## config.mk

```make
export PLATFORM = sky130hd
export DESIGN_NAME = pc_sequencer
export DESIGN_NICKNAME = d
export VERILOG_FILES = /design/src/rtl/pc_sequencer.sv
export SDC_FILE = /design/constraint.sdc
export NUM_CORES = 1
export LEC_CHECK = 0
export CORE_UTILIZATION = 40
export CTS_BUF_LIST = sky130_fd_sc_hd__clkbuf_4
export CTS_CLUSTER_SIZE = 24
export DETAILED_ROUTE_END_ITERATION = 6
export HOLD_SLACK_MARGIN = 0.1
export PLACE_DENSITY = 0.7
export SLEW_MARGIN = 15
export SYNTH_ARGS = -nofsm -noshare
export SYNTH_HDL_FRONTEND = slang
export SYNTH_SLANG_ARGS = --single-unit
```

## constraint.sdc

```tcl
create_clock -name clock -period 2.5 [get_ports clock]
set_input_delay 0.5 -clock clock [delete_from_list [all_inputs] [get_ports clock]]
set_output_delay 0.5 -clock clock [all_outputs]
set_load 0.03 [all_outputs]
```

## src/rtl/pc_sequencer.sv

```systemverilog
// Program counter sequencer: picks the next fetch address and owns the return-address stack.
// Redirects are registered into a one-cycle flush pulse toward fetch/decode.
module pc_sequencer #(
   parameter int                    ADDR_WIDTH  = 13,
   parameter int                    STACK_DEPTH = 8,
   parameter logic [ADDR_WIDTH-1:0] RESET_ADDR  = '0
) (
   input  logic                         clock,
   input  logic                         reset,
   input  logic                         stall,
   input  logic                         halt,
   input  logic                         resume,
   input  logic                         control_branch,
   input  logic                         branch_cond,
   input  logic [ADDR_WIDTH-1:0]        branch_target,
   input  logic                         control_jump,
   input  logic                         control_call,
   input  logic                         control_return,
   input  logic [ADDR_WIDTH-1:0]        jump_target,
   output logic [ADDR_WIDTH-1:0]        pc,
   output logic [ADDR_WIDTH-1:0]        pc_plus_one,
   output logic                         flush,
   output logic                         halted,
   output logic [$clog2(STACK_DEPTH):0] stack_count,
   output logic                         stack_overflow,
   output logic                         stack_underflow
);

   localparam int PW = $clog2(STACK_DEPTH);
   localparam int CW = PW + 1;

   typedef enum logic {RUN, HALTED} state_t;

   state_t                state_q, state_d;
   logic [ADDR_WIDTH-1:0] pc_q, pc_d;
   logic                  flush_q, flush_d;
   logic [CW-1:0]         count_q, count_d;
   logic                  ovf_q, ovf_d;
   logic                  unf_q, unf_d;
   logic                  push;
   logic [ADDR_WIDTH-1:0] stack_q [STACK_DEPTH];
   logic [PW-1:0]         pushIdx;
   logic [PW-1:0]         topIdx;

   assign pc_plus_one = pc_q + ADDR_WIDTH'(1);
   assign pushIdx     = PW'(count_q);
   assign topIdx      = PW'(count_q - CW'(1));

   // Priority: halt, stall, return, call, jump, taken branch, sequential.
   // Stack errors park the sequencer in HALTED until reset.
   always_comb begin
      state_d = state_q;
      pc_d    = pc_q;
      flush_d = 1'b0;
      count_d = count_q;
      ovf_d   = ovf_q;
      unf_d   = unf_q;
      push    = 1'b0;
      case (state_q)
         RUN: begin
            if (halt) begin
               state_d = HALTED;
            end else if (!stall) begin
               if (control_return) begin
                  if (count_q != '0) begin
                     pc_d    = stack_q[topIdx];
                     count_d = count_q - CW'(1);
                     flush_d = 1'b1;
                  end else begin
                     unf_d   = 1'b1;
                     state_d = HALTED;
                  end
               end else if (control_call) begin
                  if (count_q < CW'(STACK_DEPTH)) begin
                     push    = 1'b1;
                     pc_d    = jump_target;
                     count_d = count_q + CW'(1);
                     flush_d = 1'b1;
                  end else begin
                     ovf_d   = 1'b1;
                     state_d = HALTED;
                  end
               end else if (control_jump) begin
                  pc_d    = jump_target;
                  flush_d = 1'b1;
               end else if (control_branch && branch_cond) begin
                  pc_d    = branch_target;
                  flush_d = 1'b1;
               end else begin
                  pc_d = pc_plus_one;
               end
            end
         end
         HALTED: begin
            if (resume && !ovf_q && !unf_q) begin
               state_d = RUN;
            end
         end
         default: state_d = RUN;
      endcase
   end

   // Stack contents are deliberately left out of reset; occupancy alone defines validity.
   always_ff @(posedge clock) begin
      if (reset) begin
         state_q <= RUN;
         pc_q    <= RESET_ADDR;
         flush_q <= 1'b0;
         count_q <= '0;
         ovf_q   <= 1'b0;
         unf_q   <= 1'b0;
      end else begin
         state_q <= state_d;
         pc_q    <= pc_d;
         flush_q <= flush_d;
         count_q <= count_d;
         ovf_q   <= ovf_d;
         unf_q   <= unf_d;
         if (push) begin
            stack_q[pushIdx] <= pc_plus_one;
         end
      end
   end

   assign pc              = pc_q;
   assign flush           = flush_q;
   assign halted          = (state_q == HALTED);
   assign stack_count     = count_q;
   assign stack_overflow  = ovf_q;
   assign stack_underflow = unf_q;

endmodule

```

======== Yosys cells after proc, flatten, opt, wreduce, memory -nomap -nowiden ========
Memories as Yosys holds them, arrays and structs flattened.
Index checks and enable logic that the tools add are counted.
word-level totals
  memories ................................ 1
  input port bits ......................... 36
  bits in writable memories ............... 104
  flip-flop bits (word level) ............. 21
  word-level logic and storage cells ...... 64
operators by class
  add/subtract/negate cells ............... 3
  bitwise logic cells ..................... 6
  eq/ne operators ......................... 2
  $lt $le $gt $ge ......................... 1
  reductions and logical operators ........ 13
  multiplexer cells ....................... 32
memories
  memory   depth  bits a word  read ports  clocked after Yosys merged registers in  wr ports  line  RTL
  stack_q  8      13           1           0                                        1         41    logic [ADDR_WIDTH-1:0] stack_q [STACK_DEPTH];
operator list
  operator                                            number
  two-way mux 13 bit                                  6
  two-way mux 1 bit                                   21
  two-way mux 4 bit                                   4
  adder 13 x 1 -> 13 bit (second input constant)      1
  AND reduction 6 bit                                 2
  AND reduction 5 bit                                 2
  inverter 1 bit                                      6
  adder 4 x 1 -> 4 bit (second input constant)        1
  less-than comparator 4 bit (second input constant)  1
  nonzero test 2 bit                                  2
  nonzero test 4 bit                                  1
  OR reduction 4 bit                                  1
  subtractor 4 x 1 -> 4 bit (second input constant)   1
  logical AND 1 bit                                   3
  != test 3 x 1 -> 1 bit (second input constant)      1
  zero test 1 bit                                     2
  != test 2 x 1 -> 1 bit (second input constant)      1
  one-hot mux 1 bit (2 select lines)                  1

======== Longest topological paths before layout ========
Gate-level depths: netlist of the first run.
  depth after elaboration ................. 10
  mapped depth ............................ 10
  depth with buffers taken out ............ 7

======== Worst setup path before layout of the first run ========
Ideal clock, no wire load.
  kind .................................... input to register
  from .................................... input port stall
  to ...................................... memory stack_q[1][0], enable pin
  arrival time ............................ 2.266 ns
  setup slack ............................. -0.166 ns
  data required time ...................... 2.100 ns
  library setup time ...................... 0.400 ns
  stages .................................. 4
  buffers on the path ..................... 0
  path through ............................ or3_4 nor4_1 nand2_1 nor3_1
between the ends
  word-level cells in the longest chain between the ends .. 6
ends and longest elaborated chain
  what                                     line  RTL
  start, declared                          10    input logic stall,
  two-way mux 1 bit                        63    end else if (!stall) begin
  two-way mux 1 bit                        61    if (halt) begin
  two-way mux 1 bit                        59    case (state_q)
  two-way mux 1 bit                        119   if (push) begin
  two-way mux 1 bit                        105   if (reset) begin
  two-way mux 1 bit (not written as such)  120   stack_q[pushIdx] <= pc_plus_one;
  end, declared                            41
Every way passes these cells.

======== Worst setup path in the final report of the first run ========
  from .................................... register pc_q[3] (netlist: pc[3])
  to ...................................... output port pc_plus_one[9]
between the ends
  word-level cells in the longest chain between the ends .. 1
ends and longest elaborated chain
  what                    line  RTL
  start, declared         35    logic [ADDR_WIDTH-1:0] pc_q, pc_d;
  start signal, assigned  114   pc_q <= pc_d;
  adder 13 x 1 -> 13 bit  45    assign pc_plus_one = pc_q + ADDR_WIDTH'(1);
  end, declared           21    output logic [ADDR_WIDTH-1:0] pc_plus_one,
Every way passes these cells.

==> reports/summary.txt, run 1 <==
Latest clock arrival within the worst-skew pair: 0.50 ns
Main synth FF type: edfxtp_1
Die H: 119 um
Fin crit period: 2.46 ns
Total CTS buffers: 17
WHS Path Cells: 2
Port Buffer Count: 69
CTS Hold Bufs: 0
Width of the die: 119 um
Area leader, netlist: edfxtp_1
Post-DP HPWL: 10.1 mm
Min-delay src: stack_overflow
Initial antenna violation count: 0
Total Power: 4430 uW
Synthesis-to-finish area growth: 30.1%
Worst-path clk slew: 0.12 ns
Syn Area/Cell: 15.4 sq um
DRC: 0
Total congestion overflow: 0
Initial DRC count: 330
Post-synth EDFFs: 104
Total routed wirelength: 14.2 mm
Fmax: 407 MHz
CP Capture Type: primary output
# rows: 42
Nets@finish: 516
Clock tree sinks: 125
Starting Density: 41.1%
Fin crit share: 98.3%
RSZ-0062 raised after global routing: yes
Yosys cell types: 55
# IOs: 70
Mapped Area: 0.00547 sq mm
First-pass GRT wire length: 21.2 mm
Flops & latches, synth: 125
Power density over the cells: 623 mW/mm^2
Core area: 0.0133 sq mm
Worst VDD drop: 0.265 mV
Slew @ Worst Pin: 0.488 ns
Share of layout cells above drive strength 1: 31.9%
Ys Warns: 0
CTS H-tree lvls: 4
Max-slew violation count: 0
Post-route cell area: 0.00711 sq mm
Synth top area share: 57.1%
Critical Path Start Type: flip-flop
Final hold vios: 0
Synthesized net count: 396
R2R Path Start: halted
Most numerous cell in the Yosys netlist: edfxtp_1
Pleak: 0.00241 uW
Max-cap viol count: 0
TritonRoute pass-1 iters: 5
Ys async rst share: 0%
Clk buf depth: 2
Die ar.: 0.0141 sq mm
Clk_skew: 0.0243 ns
DP Area: 0.00668 sq mm
Diode count: 0
WL/cell: 21.4 um
CTS root buffer: clkbuf_4
Filler cells: 1074
Critical Path RT: 2.00 ns
Via count of the first global-routing pass: 3710
Post-synth top cells: 104 x edfxtp_1, 37 x nor2_1, 26 x mux4_2
Kind of critical path: reg -> out
Crit. Startpoint: pc[3]
Outcome: complete, no violations
Arrival @ worst endpoint: 1.96 ns
Vias after detailed routing: 3749
Setup Viol. Count Final: 0
Relative slew slack: 67.3%
CTS tree: done
Largest net degree at the start of global routing: 30
Largest cells by area after synthesis: edfxtp_1 57%, mux4_2 11%, dfxtp_1 7.7%
Post-synthesis cell count: 356
Vias per cell: 5.64
Final GP Congestion: 0.915
Tot GR Track Use: 20.7%
Critical path peak fanout: 5
Routed Antenna Nets: 0
Hold Crit Class: reg -> reg
Worst r2r path cells: 6
Sequential element share of the synthesized area: 64.8%
-- report_power, final --
group | switching (uW) | total, uW | internal (uW)
Clock | 752 | 1440 | 692
Combinational | 368 | 673 | 305
Sequential | 33.5 | 2320 | 2280
-- state kept, by name, summed over array words and instances (netlist names) --
signal and count:
pc 13, halted 1, flush 1, stack_overflow 1
stack_count 4, stack_q 104, stack_underflow 1
-- worst max-delay path: stages (launching register included) --
cell,delay (ns)
dfxtp_4,0.39
buf_4,0.13
nand4_4,0.13
or4_4,0.52
nand2_2,0.12
buf_4,0.17
-- routing by layer --
metal / global-route usage [%] / routed length (um) / part of all wire (%)
met1: 26.6 / 5770 / 41
met2: 34.6 / 7110 / 50
met3: 4.89 / 1080 / 7.6
met4: 6.33 / 256 / 1.8
met5: 0 / 0 / 0
-- path summary, 6_finish.rpt --
| path | end | slack (ns) |
|---|---|---|
| max | pc_plus_one[9] | 0.04 |
| min | stack_overflow | 0.53 |
| max reg2reg | stack_q[5][4] | 0.47 |
| min reg2reg | stack_overflow | 0.53 |
-- placed cells by master, fill, tap and decap left out, drive strengths merged, types with 2 or more instances in the layout --
cell,instances
a211oi,6
a21oi,11
a221oi,8
a22oi,10
a311oi,8
a32oi,2
buf,62
bufinv,3
clkbuf,17
clkdlybuf4s50,57
clkinv,11
dfxtp,21
edfxtp,104
ha,4
inv,6
mux2i,2
mux4,26
nand2,15
nand2b,3
nand3,6
nand4,4
nor2,37
nor2b,3
nor3,12
nor4,4
o211ai,3
o21ai,9
or2,2
or3,4
xnor2,9
xor2,5
-- area by class of cell --
class                   instances  area (sq um)  share of cell area [%]
repair buffers                120          1120                    15.7
multi-input cells             206          1890                    26.6
clock buffers                  17           128                    1.79
inverters                       6          22.5                   0.317
well taps                     176           220                    3.10
flip-flops and latches        125          3560                    50.0
clock inverters                15           173                    2.43
-- per-stage QoR --
| step | setup slack, ns | TNS [ns] | instances | util (%) | hold WS [ns] |
|---|---|---|---|---|---|
| floorplan | 0.0388 | 0 | 356 | - | 0.579 |
| global placement | -0.0662 | -4.95 | 628 | 50.2 | 0.496 |
| detailed placement | -0.0611 | -4.41 | 628 | 50.2 | 0.502 |
| CTS | 0.000616 | 0 | 660 | 52.7 | 0.529 |
| global route | -0.0943 | -0.229 | 665 | 53.5 | 0.542 |
| finish | 0.0436 | 0 | 665 | 53.5 | 0.527 |
-- cell families after synthesis --
kind of cell,Yosys count,share of synthesized area [%]
XOR/XNOR,14,2.38
AO/OA/AOI/OAI,62,8.72
AND/OR/NAND/NOR,98,9.72
buffers and inverters,25,2.40
adder cells (fa/ha/maj),4,0.915
multiplexers,28,11.1
flip-flops,125,64.8
-- what timing repair did --
item,4_1_cts,5_1_grt
hold endpoints to repair,0,0
pin swaps,2,4
gates resized for setup,13,12
endpoints found under the setup margin,6,7
buffers inserted,0,5
Power figures use the tool's default switching activity.
==> run 2: changes to the inputs <==
PLACE_DENSITY = 0.66   (was 0.7)
==> reports/summary.txt, run 2 (same netlist as run 1, synthesis figures left out) <==
Outcome: complete, no violations (unchanged)
Initial antenna violation count: 0 (unchanged)
Fin crit period: 2.49 ns (was 2.46 ns)
Clock tree sinks: 125 (unchanged)
Starting Density: 41.1% (unchanged)
Final GP Congestion: 0.851 (was 0.915)
Post-Route Utilization: 55.0% (was 53.5%)
Fin crit share: 99.6% (was 98.3%)
Dpl cells: 636 (was 628)
CP Capture Type: primary output (unchanged)
Worst-path clk slew: 0.10 ns (was 0.12 ns)
Max-cap viol count: 0 (unchanged)
Power density over the cells: 603 mW/mm^2 (was 623 mW/mm^2)
Setup Viol. Count Final: 0 (unchanged)
Post-route cell area: 0.00731 sq mm (was 0.00711 sq mm)
CTS root buffer: clkbuf_4 (unchanged)
Diode count: 0 (unchanged)
Max reg flops: 104 (unchanged)
Routed Antenna Nets: 0 (unchanged)
Clk buf depth: 2 (unchanged)
Kind of critical path: reg -> out (unchanged)
Vias per cell: 5.70 (was 5.64)
Final setup margin: 0.0102 ns (was 0.0436 ns)
Initial DRC count: 386 (was 330)
Total congestion overflow: 0 (unchanged)
Commonest non-fill, non-tap cell in the layout: edfxtp_1 (unchanged)
Hold Crit Class: reg -> reg (unchanged)
Critical Path Start Type: flip-flop (unchanged)
Most flops, register: stack_q (unchanged)
Total CTS buffers: 17 (unchanged)
Core area: 0.0133 sq mm (unchanged)
Synthesis-to-finish area growth: 33.7% (was 30.1%)
Largest net degree at the start of global routing: 30 (unchanged)
Setup WS pre-CTS: -0.170 ns (was -0.0611 ns)
Critical path peak fanout: 4 (was 5)
Final hold vios: 0 (unchanged)
DP Area: 0.00674 sq mm (was 0.00668 sq mm)
CTS Hold Bufs: 0 (unchanged)
# IOs: 70 (unchanged)
Port Buffer Count: 69 (unchanged)
Met3 WL post-DR: 1.21 mm (was 1.08 mm)
Fin cells: 682 (was 665)
WL met2: 7.18 mm (was 7.11 mm)
Width of the die: 119 um (unchanged)
TritonRoute pass-1 iters: 6 (was 5)
Relative slew slack: 65.6% (was 67.3%)
Die H: 119 um (unchanged)
Met1 Wirelength: 6.13 mm (was 5.77 mm)
CTS H-tree lvls: 4 (unchanged)
DRC: 0 (unchanged)
Fmax: 402 MHz (was 407 MHz)
CTS tree: done (unchanged)
RSZ-0062 raised after global routing: yes (unchanged)
Tot GR Track Use: 22.1% (was 20.7%)
Max-slew violation count: 0 (unchanged)
Vias after detailed routing: 3886 (was 3749)
First-pass GRT wire length: 22.5 mm (was 21.2 mm)
WL/cell: 21.8 um (was 21.4 um)
Share of layout cells above drive strength 1: 34.4% (was 31.9%)
Post-DP HPWL: 10.6 mm (was 10.1 mm)
Latest clock arrival within the worst-skew pair: 0.52 ns (was 0.50 ns)
Die ar.: 0.0141 sq mm (unchanged)
Total routed wirelength: 14.9 mm (was 14.2 mm)
Arrival @ worst endpoint: 1.99 ns (was 1.96 ns)
Most frequent cells in the layout: 104 x edfxtp_1, 65 x buf_4, 57 x clkdlybuf4s50_1 (was 104 x edfxtp_1, 57 x clkdlybuf4s50_1, 54 x buf_4)
# rows: 42 (unchanged)
Slew @ Worst Pin: 0.514 ns (was 0.488 ns)
Worst VDD drop: 0.226 mV (was 0.265 mV)
DR top layer: met4 (unchanged)
Via count of the first global-routing pass: 3802 (was 3710)
Pleak: 0.00254 uW (was 0.00241 uW)
Critical Path RT: 2.00 ns (about the same)
Clk_skew: 0.0211 ns (was 0.0243 ns)
Nets@finish: 534 (was 516)
Setup TNS Final: 0 ns (unchanged)
[run 2: cell types whose count changed in the layout (fill, tap and decap cells not counted), sizes merged]
cell and delta:
clkinv -2, clkbuf +2, inv -1, buf +18
[run 2: per-layer routing]
metal / track usage (%) / up-vias
li1: - / 1701
met1: 29.1 / 1915
met2: 36.3 / 240
met3: 4.89 / 30
met4: 7.52 / 0
met5: 0 / -
[run 2: per-stage QoR]
stage          power [uW]  hold WS, ns
2_1_floorplan        2720        0.579
3_3_place_gp         3020        0.492
3_5_place_dp         3030        0.508
4_1_cts              4400        0.520
5_1_grt              4560        0.586
6_report             4410        0.521
[run 2: worst paths after layout]
path / endpoint / depth (start not counted) / from / slack, ns
max: pc_plus_one[12] / 6 / pc[1] / 0.01
min reg2reg: stack_overflow / 2 / stack_overflow / 0.52
min: stack_overflow / 2 / stack_overflow / 0.52
max reg2reg: stack_q[6][6] / 6 / halted / 0.33
[run 2: what timing repair did]
action,CTS,global route
pin swaps,5,11
buffers inserted,4,11
setup endpoints to repair,9,7
resized for setup,22,21
[run 2: worst max-delay path, stage by stage, from the launching register on]
cell and delay, ns:
dfxtp_4 0.40, ha_4 0.14, nand4_1 0.13, buf_4 0.18, nor4_4 0.26, xor2_2 0.20, buf_6 0.15
[run 2: layout make-up]
class	instances	area [sq um]
sequential	125	3560
clock buffer	19	143
timing repair buffer	138	1280
clock inverter	12	128
inverter	6	26.3
tap	176	220
fill	1057	5980
multi-input combinational	206	1950
[run 2: report_power, final]
part           leakage, uW  internal, uW  switching [uW]
Combinational      0.00127           324             386
Sequential         0.00113          2280            34.0
Clock             0.000151           686             698
